<file path="src/rtl/imem_loader_pkg.sv">
// imem_loader_pkg: shared states and stream-format constants for the program loader
package imem_loader_pkg;
  typedef enum logic [2:0] {S_IDLE, S_HDR_LO, S_HDR_HI, S_DATA, S_FLUSH, S_DONE, S_ERROR} loader_state_t;
  localparam int HDR_BYTES = 2;
  localparam int BYTES_PER_WORD = 4;
  localparam int WORD_ADDR_SHIFT = 2;
endpackage

</file>
<file path="src/rtl/imem_program_loader_if.sv">
// imem_program_loader_if: byte stream input and instruction memory write port
interface imem_program_loader_if #(parameter int ADDR_WIDTH = 32, parameter int DATA_WIDTH = 32);
  logic [7:0] byte_data_i;
  logic byte_valid_i;
  logic byte_ready_o;
  logic write_en_o;
  logic [ADDR_WIDTH-1:0] write_address_o;
  logic [DATA_WIDTH-1:0] write_data_o;
  modport master(input byte_data_i, byte_valid_i, output byte_ready_o, write_en_o, write_address_o, write_data_o);
  modport slave(output byte_data_i, byte_valid_i, input byte_ready_o, write_en_o, write_address_o, write_data_o);
endinterface

</file>
<file path="src/rtl/imem_word_assembler.sv">
// imem_word_assembler: packs little-endian bytes into 32-bit words
module imem_word_assembler import imem_loader_pkg::*; (
  input  logic        clk,
  input  logic        rst,
  input  logic        i_clear,
  input  logic        i_shift,
  input  logic [7:0]  i_byte,
  output logic [31:0] o_word,
  output logic        o_complete
);
  logic [23:0] r_bytes;
  logic [1:0] r_cnt;
  always_ff @(posedge clk) begin
    if (rst || i_clear) begin
      r_bytes <= '0;
      r_cnt <= '0;
    end else if (i_shift) begin
      r_bytes <= {i_byte, r_bytes[23:8]};
      r_cnt <= r_cnt + 2'd1;
    end
  end
  // Word includes the byte being accepted, so it is ready on the 4th transfer itself
  assign o_word = {i_byte, r_bytes};
  assign o_complete = i_shift && r_cnt == 2'(BYTES_PER_WORD - 1);
endmodule

</file>
<file path="src/rtl/imem_program_loader.sv">
// imem_program_loader: loads a length-prefixed byte stream into instruction memory, holding the core in reset
module imem_program_loader import imem_loader_pkg::*; #(
  parameter int ADDR_WIDTH = 32,
  parameter int DATA_WIDTH = 32,
  parameter int DEPTH_WORDS = 31
) (
  input  logic        clk,
  input  logic        rst,
  input  logic        start_i,
  imem_program_loader_if.master bus,
  output logic        core_reset_o,
  output logic        done_o,
  output logic        error_o,
  output logic [15:0] words_written_o
);
  loader_state_t r_state, w_next;
  logic [15:0] r_n, r_words, w_hdr;
  logic r_we;
  logic [ADDR_WIDTH-1:0] r_addr;
  logic [DATA_WIDTH-1:0] r_data;
  logic w_xfer, w_start, w_shift, w_complete;
  logic [31:0] w_word;
  assign bus.byte_ready_o = r_state == S_HDR_LO || r_state == S_HDR_HI || r_state == S_DATA;
  assign w_xfer = bus.byte_valid_i && bus.byte_ready_o;
  assign w_start = start_i && (r_state == S_IDLE || r_state == S_DONE || r_state == S_ERROR);
  assign w_shift = r_state == S_DATA && w_xfer;
  assign w_hdr = {bus.byte_data_i, r_n[7:0]};
  imem_word_assembler u_asm (
    .clk(clk), .rst(rst), .i_clear(w_start), .i_shift(w_shift),
    .i_byte(bus.byte_data_i), .o_word(w_word), .o_complete(w_complete)
  );
  always_comb begin
    w_next = r_state;
    case (r_state)
      S_IDLE, S_DONE, S_ERROR: w_next = start_i ? S_HDR_LO : r_state;
      S_HDR_LO: w_next = w_xfer ? S_HDR_HI : r_state;
      S_HDR_HI: w_next = !w_xfer ? r_state : w_hdr == 16'd0 ? S_DONE : w_hdr > 16'(DEPTH_WORDS) ? S_ERROR : S_DATA;
      S_DATA: w_next = (w_complete && r_words == r_n - 16'd1) ? S_FLUSH : r_state;
      S_FLUSH: w_next = S_DONE;
      default: w_next = S_IDLE;
    endcase
  end
  always_ff @(posedge clk) begin
    if (rst) begin
      r_state <= S_IDLE;
      r_n <= '0;
      r_words <= '0;
      r_we <= 1'b0;
      r_addr <= '0;
      r_data <= '0;
    end else begin
      r_state <= w_next;
      r_we <= 1'b0;
      if (w_start) begin
        r_n <= '0;
        r_words <= '0;
      end
      if (r_state == S_HDR_LO && w_xfer) r_n[7:0] <= bus.byte_data_i;
      if (r_state == S_HDR_HI && w_xfer) r_n[15:8] <= bus.byte_data_i;
      if (w_complete) begin
        r_we <= 1'b1;
        r_addr <= ADDR_WIDTH'(r_words) << WORD_ADDR_SHIFT;
        r_data <= DATA_WIDTH'(w_word);
        r_words <= r_words + 16'd1;
      end
    end
  end
  assign bus.write_en_o = r_we;
  assign bus.write_address_o = r_addr;
  assign bus.write_data_o = r_data;
  assign words_written_o = r_words;
  assign core_reset_o = r_state != S_DONE;
  assign done_o = r_state == S_DONE;
  assign error_o = r_state == S_ERROR;
endmodule
</file>
<file path="src/flat_wrapper.sv">
// flat-port wrapper written by rule: the top's interface ports become plain ports
module imem_program_loader_flat import imem_loader_pkg::*;
#(
  parameter int ADDR_WIDTH = 32,
  parameter int DATA_WIDTH = 32,
  parameter int DEPTH_WORDS = 31
)
  (clk, rst, start_i, core_reset_o, done_o, error_o, words_written_o, bus_byte_data_i, bus_byte_valid_i, bus_byte_ready_o, bus_write_en_o, bus_write_address_o, bus_write_data_o);
  imem_program_loader_if #(.ADDR_WIDTH(ADDR_WIDTH), .DATA_WIDTH(DATA_WIDTH)) bus_i ();
  input  logic clk;
  input  logic rst;
  input  logic start_i;
  output logic core_reset_o;
  output logic done_o;
  output logic error_o;
  output logic [15:0] words_written_o;
  input wire logic [$bits(bus_i.byte_data_i)-1:0] bus_byte_data_i;
  input wire logic [$bits(bus_i.byte_valid_i)-1:0] bus_byte_valid_i;
  output wire logic [$bits(bus_i.byte_ready_o)-1:0] bus_byte_ready_o;
  output wire logic [$bits(bus_i.write_en_o)-1:0] bus_write_en_o;
  output wire logic [$bits(bus_i.write_address_o)-1:0] bus_write_address_o;
  output wire logic [$bits(bus_i.write_data_o)-1:0] bus_write_data_o;
  assign bus_i.byte_data_i = bus_byte_data_i;
  assign bus_i.byte_valid_i = bus_byte_valid_i;
  assign bus_byte_ready_o = bus_i.byte_ready_o;
  assign bus_write_en_o = bus_i.write_en_o;
  assign bus_write_address_o = bus_i.write_address_o;
  assign bus_write_data_o = bus_i.write_data_o;
  imem_program_loader #(.ADDR_WIDTH(ADDR_WIDTH), .DATA_WIDTH(DATA_WIDTH), .DEPTH_WORDS(DEPTH_WORDS)) u_core (.clk(clk), .rst(rst), .start_i(start_i), .bus(bus_i), .core_reset_o(core_reset_o), .done_o(done_o), .error_o(error_o), .words_written_o(words_written_o));
endmodule
</file>
<file path="config.mk">
export PLATFORM = sky130hd
export DESIGN_NAME = imem_program_loader_flat
export DESIGN_NICKNAME = d
export VERILOG_FILES = /design/src/rtl/imem_loader_pkg.sv /design/src/rtl/imem_program_loader_if.sv /design/src/rtl/imem_word_assembler.sv /design/src/rtl/imem_program_loader.sv /design/src/flat_wrapper.sv
export SDC_FILE = /design/constraint.sdc
export NUM_CORES = 1
export LEC_CHECK = 0
export BUFFER_PORTS_ARGS = -buffer_cell sky130_fd_sc_hd__buf_2
export CAP_MARGIN = 10
export CORE_MARGIN = 10
export CORE_UTILIZATION = 56
export CTS_CLUSTER_DIAMETER = 150
export DETAILED_ROUTE_END_ITERATION = 6
export PLACE_DENSITY = 0.88
export SLEW_MARGIN = 40
export SYNTH_ARGS = -nofsm -noshare
export SYNTH_HDL_FRONTEND = slang
export SYNTH_HIERARCHICAL = 1
export SYNTH_SLANG_ARGS = --single-unit
</file>
<file path="constraint.sdc">
create_clock -name clk -period 3.4 [get_ports clk]
set_input_delay 1.02 -clock clk [delete_from_list [all_inputs] [get_ports clk]]
set_output_delay 1.02 -clock clk [all_outputs]
set_load 0.01 [all_outputs]
</file>
==> results of run 1 <==
==> synthesized netlist by cell type (all sizes together), types with 3 or more instances <==
cell type | count | area (sq um)
nand4 | 6 | 37.5
nor3 | 7 | 57.6
nor2 | 108 | 415
and3 | 6 | 37.5
ha | 3 | 37.5
xor2 | 16 | 140
buf | 43 | 323
nand3b | 5 | 37.5
mux2 | 4 | 45.0
dfxtp | 110 | 2200
mux2i | 74 | 741
nand2 | 42 | 158
or4 | 4 | 30.0
nor4 | 7 | 43.8
a21oi | 35 | 175
o21ai | 5 | 25.0
or2 | 6 | 37.5
o311ai | 4 | 42.6
o22ai | 3 | 25.0
nor4b | 3 | 41.3
xnor2 | 13 | 121
clkbuf | 26 | 97.6
nand3 | 32 | 160
nor3b | 3 | 22.5
inv | 8 | 30.0
==> cells by family (layout without fill, tap and decap cells) <==
| family | count (synthesis) | in the layout | synth area share [%] |
|---|---|---|---|
| compound gates | 66 | 66 | 8.93 |
| xor+xnor | 29 | 29 | 4.85 |
| fa+ha+maj | 3 | 3 | 0.696 |
| buf+inv | 77 | 111 | 8.35 |
| flops | 110 | 110 | 40.8 |
| mux | 78 | 78 | 14.6 |
| other cells | 1 | 16 | 0.0695 |
| simple gates | 241 | 241 | 21.7 |
==> worst max path at each step <==
stage	start	endpoint	slack (ns)	depth (start not counted)
finish	u_core/r_n[0]	u_core/r_state[0]	0.77	8
global route	u_core/r_state[0]	u_core/r_state[0]	0.62	8
CTS	u_core/r_n[0]	u_core/r_state[0]	0.77	8
detailed placement	bus_byte_valid_i	u_core/r_state[0]	0.53	9
global placement	bus_byte_valid_i	u_core/r_state[0]	0.58	9
floorplan	bus_byte_valid_i	u_core/r_state[0]	0.23	11
==> metal layers <==
metal | global-route usage, % | up-vias
met5 | 0 | -
met4 | 7.42 | 0
met3 | 5.00 | 32
met2 | 30.5 | 189
met1 | 23.6 | 2062
li1 | - | 2124
==> worst max-delay path, stage by stage, from the launching register on <==
cell and delay [ns]:
sky130_fd_sc_hd__dfxtp_1 0.40, sky130_fd_sc_hd__inv_1 0.09, sky130_fd_sc_hd__ha_1 0.31, sky130_fd_sc_hd__or4b_4 0.56, sky130_fd_sc_hd__nor3_4 0.25, sky130_fd_sc_hd__mux2i_1 0.31
sky130_fd_sc_hd__o31ai_4 0.13, sky130_fd_sc_hd__a2111oi_4 0.35, sky130_fd_sc_hd__a211oi_2 0.11
==> registers in the layout, indices dropped and copies added (netlist names) <==
| name | count |
|---|---|
| u_core/bus.write_address_o | 16 |
| u_core/bus.write_data_o | 32 |
| u_core/bus.write_en_o | 1 |
| u_core/r_n | 16 |
| u_core/r_state | 3 |
| u_core/u_asm/r_bytes | 24 |
| u_core/u_asm/r_cnt | 2 |
| u_core/words_written_o | 16 |
==> stage by stage <==
step | hold slack, ns | setup WS, ns | total power (uW) | util (%)
floorplan | 0.460 | 0.231 | 2060 | -
global placement | 0.467 | 0.582 | 2150 | 60.6
detailed placement | 0.464 | 0.527 | 2170 | 60.6
CTS | 0.482 | 0.774 | 3020 | 63.0
global route | 0.496 | 0.620 | 3170 | 63.2
finish | 0.482 | 0.774 | 3040 | 63.2
==> final cells by class <==
type | count | share of cell area, %
Timing Repair Buffer | 87 | 7.75
Sequential cell | 110 | 37.4
Inverter | 8 | 0.510
Multi-Input combinational cell | 433 | 47.8
Clock buffer | 10 | 2.34
Tap cell | 129 | 2.74
Clock inverter | 6 | 1.49
==> where the power goes <==
part	switching [uW]	internal (uW)	total, uW	leakage [uW]
Clock	496	383	879	0.000111
Sequential	89.1	1320	1410	0.000887
Combinational	460	287	747	0.00133
==> results.rst, run 1 <==
.. list-table::
   :header-rows: 1

   * - Metric
     - Value
   * - Post-synth ARST share
     - 0%
   * - Power density over the cells
     - 515 mW/mm^2
   * - Top FF cell, synth
     - sky130_fd_sc_hd__dfxtp_1
   * - Beginning of the worst register-to-register path
     - u_core/r_n[0]
   * - Effective utilization at floorplan
     - 57.8%
   * - First-pass GRT wire length
     - 22,100 um
   * - Headroom to the max-slew limit
     - 56.5%
   * - Max-cap violations
     - 0
   * - Number of cells on the worst hold path
     - 2
   * - Setup tns final
     - 0 ns
   * - Cell at the root of the clock tree
     - sky130_fd_sc_hd__clkbuf_8
   * - Final non-filler cell area
     - 0.00589 sq mm
   * - HPWL after DPL
     - 9650 um
   * - Worst reg2reg path endpoint
     - u_core/r_state[0]
   * - Count of routing violations after the opening detailed-route iteration
     - 388
   * - Category of the worst setup path launch point
     - register
   * - Commonest non-fill, non-tap cell in the layout
     - sky130_fd_sc_hd__dfxtp_1
   * - Global placer's final weighted congestion
     - 0.905
   * - Ys Warns
     - 6
   * - Area used by sequential logic in the layout
     - 0.00220 sq mm
   * - Number of resized instances in the post-cts repair step
     - 0
   * - Net count of the finished layout
     - 664
   * - Placed cell area
     - 0.00565 sq mm
   * - Antenna violations before repair
     - 0
   * - Critical Path AT
     - 2.90 ns
   * - DRT Pass-1 Iters
     - 5
   * - Source-to-sink clock delay at the later pin of the worst-skew pair
     - 0.39 ns
   * - Beginning of the worst hold path
     - u_core/bus.write_address_o[11]
   * - Final critical delay including setup and external delays
     - 2.63 ns
   * - Die W
     - 118 um
   * - Highest metal layer with signal wires
     - met4
   * - Placement Rows
     - 35
   * - Setup CP Type
     - reg2reg
   * - FMAX
     - 381 MHz
   * - Sum of routed wire length over all layers
     - 13,600 um
   * - Post-route insts no fill
     - 783
   * - Worst min-delay path class
     - reg2reg
   * - Die Span Y
     - 118 um
   * - Register-to-Register Path Depth
     - 8
   * - Post-Syn Area per Cell
     - 8.92 sq um
   * - Number of failing hold endpoints at the final stage
     - 0
   * - Maximum resistive drop on vdd
     - 0.000286 V
   * - Count of input and output buffers
     - 80
   * - GRT Resource Usage Total
     - 18.9%
   * - I/O Pins
     - 97
   * - Fill cell count
     - 772
   * - Clock sink count
     - 110
   * - Met2 routed wirelength
     - 6400 um
   * - CTS tree
     - done
   * - Count of distinct cell types in the synthesized netlist
     - 64
   * - H-tree Lvls
     - 3
   * - Setup-failing EPs final
     - 0
   * - Endpoint with the worst hold slack
     - u_core/bus.write_address_o[11]
   * - Share of the clock period used by the worst path
     - 77.2%
   * - Worst-case register-to-register setup slack
     - 0.77 ns
   * - Antenna violation net count after detailed routing
     - 0
   * - Clock-pin slew on the worst setup and hold paths
     - 0.11 ns
   * - Inserted Diodes
     - 0
   * - Deepest clock path buffer count
     - 2
   * - Cts-stage hold buffer count
     - 0
   * - Outcome
     - complete, no violations
   * - Pleak
     - 0.00232 uW
   * - Clock buffers created by TritonCTS
     - 9
   * - Post-synthesis sequential element count
     - 110
   * - Routed metal-1 wire length
     - 5970 um
   * - Pin count of the biggest net entering global routing
     - 87
   * - RSZ-0062 raised after global routing
     - false
   * - Gate count of the mapped netlist
     - 605
   * - Portion of the post-synthesis area used by sequential elements
     - 40.8%
   * - Area overhead of the layout relative to synthesis
     - 9.26%
   * - Worst clock skew
     - 0.0110 ns
   * - Most frequent cells in the layout
     - sky130_fd_sc_hd__dfxtp_1, sky130_fd_sc_hd__nor2_1, sky130_fd_sc_hd__buf_2
   * - Total via count in the routed design
     - 4,407
   * - Residual DRC count
     - 0
   * - Number of enable flip-flop cells after synthesis
     - 0
   * - Count of pins over their slew limit
     - 0
   * - Routed length per instance
     - 17.4 um
   * - Overflow left after global routing
     - 0
   * - Routed vias/inst
     - 5.63
   * - Post-synthesis instance area
     - 0.00539 sq mm
   * - Core Area
     - 0.00933 sq mm
   * - Met3 wire length
     - 977 um
   * - Measured slew at the worst slew-check pin
     - 0.652 ns
   * - Post-CTS setup-driven buffer insertion count
     - 0
   * - Total area of multi-input combinational cells
     - 0.00282 sq mm
   * - Area of the die
     - 0.0140 sq mm
   * - Share of post-route cells with drive strength above 1
     - 19.7%
   * - Number of global-route vias before repair
     - 4,316
   * - # placed instances
     - 767
   * - Critical path data required time
     - 3.67 ns
   * - Worst setup EP type
     - register
   * - Crit Path Max Fanout
     - 7
Power figures use the tool's default switching activity.
==> run 2: changes to the inputs <==
ABC_AREA = 1   (was not set)
CORE_UTILIZATION = 50   (was 56)
PLACE_DENSITY = 0.84   (was 0.88)
clock period = 2.4 ns   (was 3.4 ns; I/O delays follow)
==> run 2 against run 1 <==
Clock skew rose by 0.0030 ns; worst setup slack got worse by 0.47 ns; sequential power rose by 40%; maximum frequency rose by 25%; critical endpoint is now u_core/words_written_o[12].
==> results.rst, run 2 <==
.. list-table::
   :header-rows: 1

   * - Metric
     - Value
   * - Global-route met1 utilization
     - 22.3%
   * - Net switching component of the power
     - 1630 uW
   * - Min setup slack post-route
     - 0.300 ns
   * - Relative contribution of sequential cells to total power
     - 44.0%
   * - Maximum resistive drop on vdd
     - 0.000410 V
   * - Routed vias/inst
     - 5.05
   * - H-tree Lvls
     - 3
   * - Clock-pin slew on the worst setup and hold paths
     - 0.11 ns
   * - Placed cell area
     - 0.00571 sq mm
   * - Post-route worst hold slack
     - 0.483 ns
   * - Largest register FFs
     - 32
   * - Antenna violation net count after detailed routing
     - 0
   * - I/O Pins
     - 97
   * - Adder and majority gate portion of the synthesized area
     - 0.705%
   * - CTS tree
     - done
   * - Most frequent cells in the layout
     - sky130_fd_sc_hd__nor2_1, sky130_fd_sc_hd__nand2_1, sky130_fd_sc_hd__dfxtp_1
   * - Sum of routed wire length over all layers
     - 13,600 um
   * - Internal power
     - 2860 uW
   * - Worst clock skew
     - 0.0140 ns
   * - Max-cap violations
     - 0
   * - Setup tns final
     - 0 ns
   * - Commonest cells in the netlist
     - sky130_fd_sc_hd__nor2_1, sky130_fd_sc_hd__nand2_1, sky130_fd_sc_hd__dfxtp_1, sky130_fd_sc_hd__inv_1, sky130_fd_sc_hd__o21ai_0
   * - Gr busiest metal
     - met2
   * - Gate count of the mapped netlist
     - 776
   * - Power density over the cells
     - 757 mW/mm^2
   * - Outcome
     - complete, no violations
   * - HPWL after DPL
     - 9980 um
   * - Overflow left after global routing
     - 0
   * - GRT Resource Usage Total
     - 18.0%
   * - FMAX
     - 476 MHz
   * - Pin count of the biggest net entering global routing
     - 53
   * - Commonest non-fill, non-tap cell in the layout
     - sky130_fd_sc_hd__nor2_1
   * - Count of input and output buffers
     - 80
   * - Die W
     - 123 um
   * - Number of enable flip-flop cells after synthesis
     - 0
   * - Most instantiated library cell after synthesis
     - sky130_fd_sc_hd__nor2_1
   * - Residual DRC count
     - 0
   * - Post-Syn Area per Cell
     - 6.86 sq um
   * - Count of routing violations after the opening detailed-route iteration
     - 457
   * - First-pass GRT wire length
     - 22,400 um
   * - Pleak
     - 0.00280 uW
   * - Share of post-route cells with drive strength above 1
     - 16.3%
   * - Cell at the root of the clock tree
     - sky130_fd_sc_hd__clkbuf_8
   * - Post-CTS setup-driven buffer insertion count
     - 0
   * - Standard cell with the maximum stage delay on the critical path
     - sky130_fd_sc_hd__dfxtp_1
   * - Global placer's final weighted congestion
     - 0.958
   * - Grt met2 use
     - 30.4%
   * - Number of resized instances in the post-cts repair step
     - 0
   * - Source-to-sink clock delay at the later pin of the worst-skew pair
     - 0.38 ns
   * - Placement Rows
     - 37
   * - Post-synthesis sequential element count
     - 110
   * - Critical path data required time
     - 2.67 ns
   * - Synth Area in Simple Gates
     - 31.3%
   * - Count of pins over their slew limit
     - 0
   * - Top FF cell, synth
     - sky130_fd_sc_hd__dfxtp_1
   * - Post-synthesis mux area share
     - 0%
   * - Area share of the largest cell type after synthesis
     - 41.4%
   * - Worst slack at placement
     - 0.173 ns
   * - Share of the clock period used by the worst path
     - 87.5%
   * - Complex-gate fraction of the synthesized area
     - 11.8%
   * - Die Span Y
     - 123 um
   * - Number of failing hold endpoints at the final stage
     - 0
   * - Fill cell count
     - 1,023
   * - Core Area
     - 0.0104 sq mm
   * - RSZ-0062 raised after global routing
     - false
   * - Area of the die
     - 0.0152 sq mm
   * - DRT Pass-1 Iters
     - 5
   * - Proportion of power drawn by the clock network
     - 27.3%
   * - Xor and xnor area share after synthesis
     - 1.81%
   * - Clock buffers created by TritonCTS
     - 9
   * - Post-synth ARST share
     - 0%
   * - Cts-stage hold buffer count
     - 0
   * - Clock sink count
     - 110
   * - Worst min-delay path class
     - reg2reg
   * - Effective utilization at floorplan
     - 51.3%
   * - Final critical delay including setup and external delays
     - 2.10 ns
   * - Critical Path AT
     - 2.37 ns
   * - Post-synth top area cell
     - sky130_fd_sc_hd__dfxtp_1
   * - Portion of the post-synthesis area used by sequential elements
     - 41.4%
   * - Ys Warns
     - 6
   * - Number of global-route vias before repair
     - 4,663
   * - Routed length per instance
     - 13.9 um
   * - Cell mode on critical path
     - sky130_fd_sc_hd__nor2_1
   * - Setup CP Type
     - reg2reg
   * - Fraction of met3 tracks used by global routing
     - 4.01%
   * - Ordered list of cells on the worst path
     - ha_1 > nand4_1 > nor2_1 > nand3_1 > nor2_1 > inv_1 > nor2_2 > nand2_1 > nor2_1 > inv_1 > o211ai_1 > a21oi_1
   * - Count of distinct cell types in the synthesized netlist
     - 41
   * - Setup-failing EPs final
     - 0
   * - Net count of the finished layout
     - 852
   * - Inserted Diodes
     - 0
   * - Synth top area cells
     - sky130_fd_sc_hd__dfxtp_1, sky130_fd_sc_hd__nor2_1, sky130_fd_sc_hd__nand2_1, sky130_fd_sc_hd__inv_1, sky130_fd_sc_hd__o21ai_0
   * - Area overhead of the layout relative to synthesis
     - 11.4%
   * - Deepest clock path buffer count
     - 2
   * - Category of the worst setup path launch point
     - register
   * - Switching share of total power
     - 36.2%
   * - Post-synthesis instance area
     - 0.00532 sq mm
   * - Total via count in the routed design
     - 4,942
   * - Maximum cell stage delay along the critical path
     - 0.50 ns
   * - Crit Path Max Fanout
     - 7
   * - Worst setup EP type
     - register
   * - Final non-filler cell area
     - 0.00593 sq mm
   * - Antenna violations before repair
     - 0
   * - Power share of the combinational group
     - 28.7%
   * - Main combinational cell family by area after synthesis
     - simple AND/OR/NAND/NOR gates
-- run 2: cell types whose count changed after synthesis, sizes merged, moves of 6 or more --
cell,before,now
and3,6,0
buf,43,36
inv,8,87
mux2i,74,0
nand2,42,141
nand3,32,43
nor2,108,192
nor4,7,0
o21ai,5,57
o22ai,3,9
xnor2,13,3
xor2,16,8
-- run 2: final cells by class --
type | count | area (sq um) | area share (%)
tap | 136 | 170 | 2.87
sequential | 110 | 2200 | 37.2
multi-input combinational | 537 | 2500 | 42.1
inverter | 87 | 332 | 5.59
clock buffer | 9 | 124 | 2.09
timing repair buffer | 92 | 503 | 8.48
clock inverter | 7 | 100 | 1.69
-- run 2: metal layers --
layer / vias to the layer above / part of all wire, %
met5: - / 0
met4: 0 / 1.5
met3: 16 / 7.2
met2: 145 / 49
met1: 2264 / 43
li1: 2517 / -
-- run 2: worst max-delay path, delay by kind of cell (launching register included) --
kind | cells | cell delay [ns]
AO/OA/AOI/OAI | 2 | 0.16
adder cells (fa/ha/maj) | 1 | 0.24
buffers and inverters | 2 | 0.11
flip-flops | 1 | 0.50
AND/OR/NAND/NOR | 7 | 0.98
-- run 2: worst paths after layout --
check	to	slack (ns)	from	cells past startpoint
setup reg to reg	u_core/words_written_o[12]	0.30	u_core/words_written_o[0]	12
hold reg to reg	u_core/u_asm/r_bytes[4]	0.48	u_core/u_asm/r_bytes[4]	2
setup / recovery	u_core/words_written_o[12]	0.30	u_core/words_written_o[0]	12
hold / removal	u_core/u_asm/r_bytes[4]	0.48	u_core/u_asm/r_bytes[4]	2
-- run 2: power by group through the flow --
stage / sequential, uW / clock, uW / combinational [uW]
4_1_cts: 1970 / 1250 / 1280
6_report: 1970 / 1230 / 1290
5_1_grt: 1990 / 1320 / 1490
2_1_floorplan: 1990 / 0 / 1050
3_3_place_gp: 2010 / 0 / 1240
3_5_place_dp: 2010 / 0 / 1270
-- run 2: logic make-up (layout without fill, tap and decap cells) --
kind of cell | after synthesis | count (layout)
compound gates | 114 | 114
xor+xnor | 11 | 11
fa+ha+maj | 3 | 3
buf+inv | 144 | 195
flops | 110 | 110
other cells | 1 | 16
simple gates | 393 | 393
-- run 2: metrics by stage --
stage / std cells / power, uW / utilization [%]
finish: 978 / 4490 / 57.2
global route: 978 / 4800 / 57.2
CTS: 978 / 4490 / 57.2
detailed placement: 962 / 3280 / 55.0
global placement: 962 / 3250 / 55.0
floorplan: 791 / 3040 / -
==> run 3: changes to the inputs <==
ABC_AREA = 0   (was 1)
CORE_MARGIN = not set   (was 10)
CORE_UTILIZATION = 51   (was 50)
PLACE_DENSITY = 0.85   (was 0.84)
==> run 3 against run 2 <==
Sequential power barely moved; sequential share of layout area fell by 1.6 points; first-iteration DRC count fell by 43%; largest cell class unchanged; highest routed layer unchanged.
==> results.rst, run 3 (synthesis gave the netlist of run 1 again) <==
.. list-table::
   :header-rows: 1

   * - Metric
     - Value
   * - Most frequent cells in the layout
     - sky130_fd_sc_hd__dfxtp_1, sky130_fd_sc_hd__nor2_1, sky130_fd_sc_hd__buf_2
   * - HPWL after DPL
     - 9400 um
   * - Clock-pin slew on the worst setup and hold paths
     - 0.11 ns
   * - Largest register FFs
     - 32
   * - Beginning of the worst register-to-register path
     - u_core/r_n[0]
   * - Category of the worst setup path launch point
     - register
   * - Worst min-delay path class
     - reg2reg
   * - Maximum resistive drop on vdd
     - 0.000381 V
   * - Register-to-Register Path Depth
     - 8
   * - Clock buffers created by TritonCTS
     - 9
   * - Number of global-route vias before repair
     - 4,480
   * - Crit Path Max Fanout
     - 4
   * - Number of cells on the worst hold path
     - 2
   * - Setup CP Type
     - reg2reg
   * - DRT Pass-1 Iters
     - 6
   * - Area of the die
     - 0.0110 sq mm
   * - Critical path data required time
     - 2.65 ns
   * - Effective utilization at floorplan
     - 52.5%
   * - Worst setup EP type
     - register
   * - Pleak
     - 0.00250 uW
   * - Crit. path cell count
     - 8
   * - Antenna violation net count after detailed routing
     - 0
   * - Deepest clock path buffer count
     - 2
   * - GRT Resource Usage Total
     - 24.5%
   * - Die W
     - 105 um
   * - Overflow left after global routing
     - 0
   * - Standard cell with the maximum stage delay on the critical path
     - sky130_fd_sc_hd__or4b_4
   * - Post-route insts no fill
     - 825
   * - Routed vias/inst
     - 5.61
   * - Share of post-route cells with drive strength above 1
     - 25.3%
   * - Placement Rows
     - 37
   * - Share of the clock period used by the worst path
     - 99.0%
   * - Inserted Diodes
     - 0
   * - Final core utilization
     - 60.4%
   * - Launching instance or port of the critical path
     - u_core/r_n[0]
   * - Cts-stage hold buffer count
     - 0
   * - Clock sink count
     - 110
   * - Pin count of the biggest net entering global routing
     - 87
   * - First-pass GRT wire length
     - 21,400 um
   * - Placed cell area
     - 0.00597 sq mm
   * - RSZ-0062 raised after global routing
     - true
   * - Area overhead of the layout relative to synthesis
     - 15.1%
   * - Critical Path AT
     - 2.63 ns
   * - Headroom to the max-slew limit
     - 63.6%
   * - CTS tree
     - done
   * - FMAX
     - 421 MHz
   * - Count of pins over their slew limit
     - 0
   * - Net count of the finished layout
     - 699
   * - Final non-filler cell area
     - 0.00621 sq mm
   * - Min setup slack post-route
     - 0.0251 ns
   * - Setup-failing EPs final
     - 0
   * - WP buf/inv
     - 1
   * - Power density over the cells
     - 709 mW/mm^2
   * - Antenna violations before repair
     - 0
   * - Measured slew at the worst slew-check pin
     - 0.546 ns
   * - Commonest non-fill, non-tap cell in the layout
     - sky130_fd_sc_hd__dfxtp_1
   * - Die Span Y
     - 105 um
   * - Number of failing hold endpoints at the final stage
     - 0
   * - Routed length per instance
     - 15.8 um
   * - Ordered list of cells on the worst path
     - inv_2 > ha_4 > or4b_4 > nor3_4 > mux2i_2 > o31ai_4 > a2111oi_4 > o21ai_1
   * - Residual DRC count
     - 0
   * - Count of routing violations after the opening detailed-route iteration
     - 262
   * - Max-cap violations
     - 0
   * - Source-to-sink clock delay at the later pin of the worst-skew pair
     - 0.37 ns
   * - Sum of routed wire length over all layers
     - 13,100 um
   * - I/O Pins
     - 97
   * - Worst reg2reg path endpoint
     - u_core/r_state[1]
   * - Termination of the worst setup path
     - u_core/r_state[1]
   * - Total via count in the routed design
     - 4,628
   * - H-tree Lvls
     - 3
   * - Final critical delay including setup and external delays
     - 2.37 ns
   * - Setup tns final
     - 0 ns
   * - Kind of cell with the highest combined delay on the critical path
     - simple AND/OR/NAND/NOR gates
   * - Worst clock skew
     - 0.00956 ns
   * - Count of input and output buffers
     - 80
   * - Core Area
     - 0.0103 sq mm
   * - Maximum cell stage delay along the critical path
     - 0.50 ns
   * - Worst-case register-to-register setup slack
     - 0.03 ns
   * - Worst slack at placement
     - -0.0512 ns
   * - # placed instances
     - 809
   * - Global placer's final weighted congestion
     - 0.970
   * - Cell at the root of the clock tree
     - sky130_fd_sc_hd__clkbuf_8
   * - Outcome
     - complete, no violations
run 3: metal layers:
| layer | vias up | track usage, % | routed length [um] |
|---|---|---|---|
| met4 | 0 | 12.3 | 384 |
| met5 | - | 0 | 0 |
| li1 | 2193 | - | - |
| met1 | 2189 | 30.1 | 5480 |
| met3 | 40 | 5.24 | 918 |
| met2 | 206 | 40.6 | 6290 |
run 3: tightest hold or removal path, delay by kind of cell, from the launching register on:
family / cells / cell delay (ns)
and+or+nand+nor: 1 / 0.07
muxes: 1 / 0.06
DFF: 1 / 0.34
run 3: cell type report:
class	count	area, sq um
flip-flops and latches	110	2210
repair buffers	122	728
multi-input cells	433	2860
clock inverters	7	90.1
clock buffers	9	124
well taps	136	170
fillers	880	4070
inverters	8	30.0
run 3: repair_timing:
action                                 CTS  global route
buffers inserted                         0             0
endpoints found under the hold margin    0             0
gates resized for setup                  2             7
pin swaps                                0             2
setup endpoints to repair                3             3
run 3: power breakdown:
group | total (uW) | internal (uW) | switching (uW)
Combinational | 1290 | 526 | 768
Sequential | 1940 | 1870 | 65.7
Clock | 1170 | 504 | 667
run 3: stage by stage:
step	hold WS [ns]	total power, uW
final	0.497	4400
after global routing	0.526	4610
after CTS	0.503	4400
after detailed placement	0.478	3220
after global placement	0.459	3180
after floorplan	0.460	2940
run 3: worst min-delay path by stage:
stage	startpoint	to	slack, ns
2_1_floorplan	u_core/u_asm/r_bytes[0]	u_core/u_asm/r_bytes[0]	0.46
3_3_place_gp	u_core/bus.write_address_o[11]	u_core/bus.write_address_o[11]	0.46
3_5_place_dp	u_core/bus.write_address_o[14]	u_core/bus.write_address_o[14]	0.48
4_1_cts	u_core/r_n[7]	u_core/r_n[7]	0.50
5_1_grt	u_core/bus.write_address_o[14]	u_core/bus.write_address_o[14]	0.53
6_report	u_core/bus.write_data_o[10]	u_core/bus.write_data_o[10]	0.50
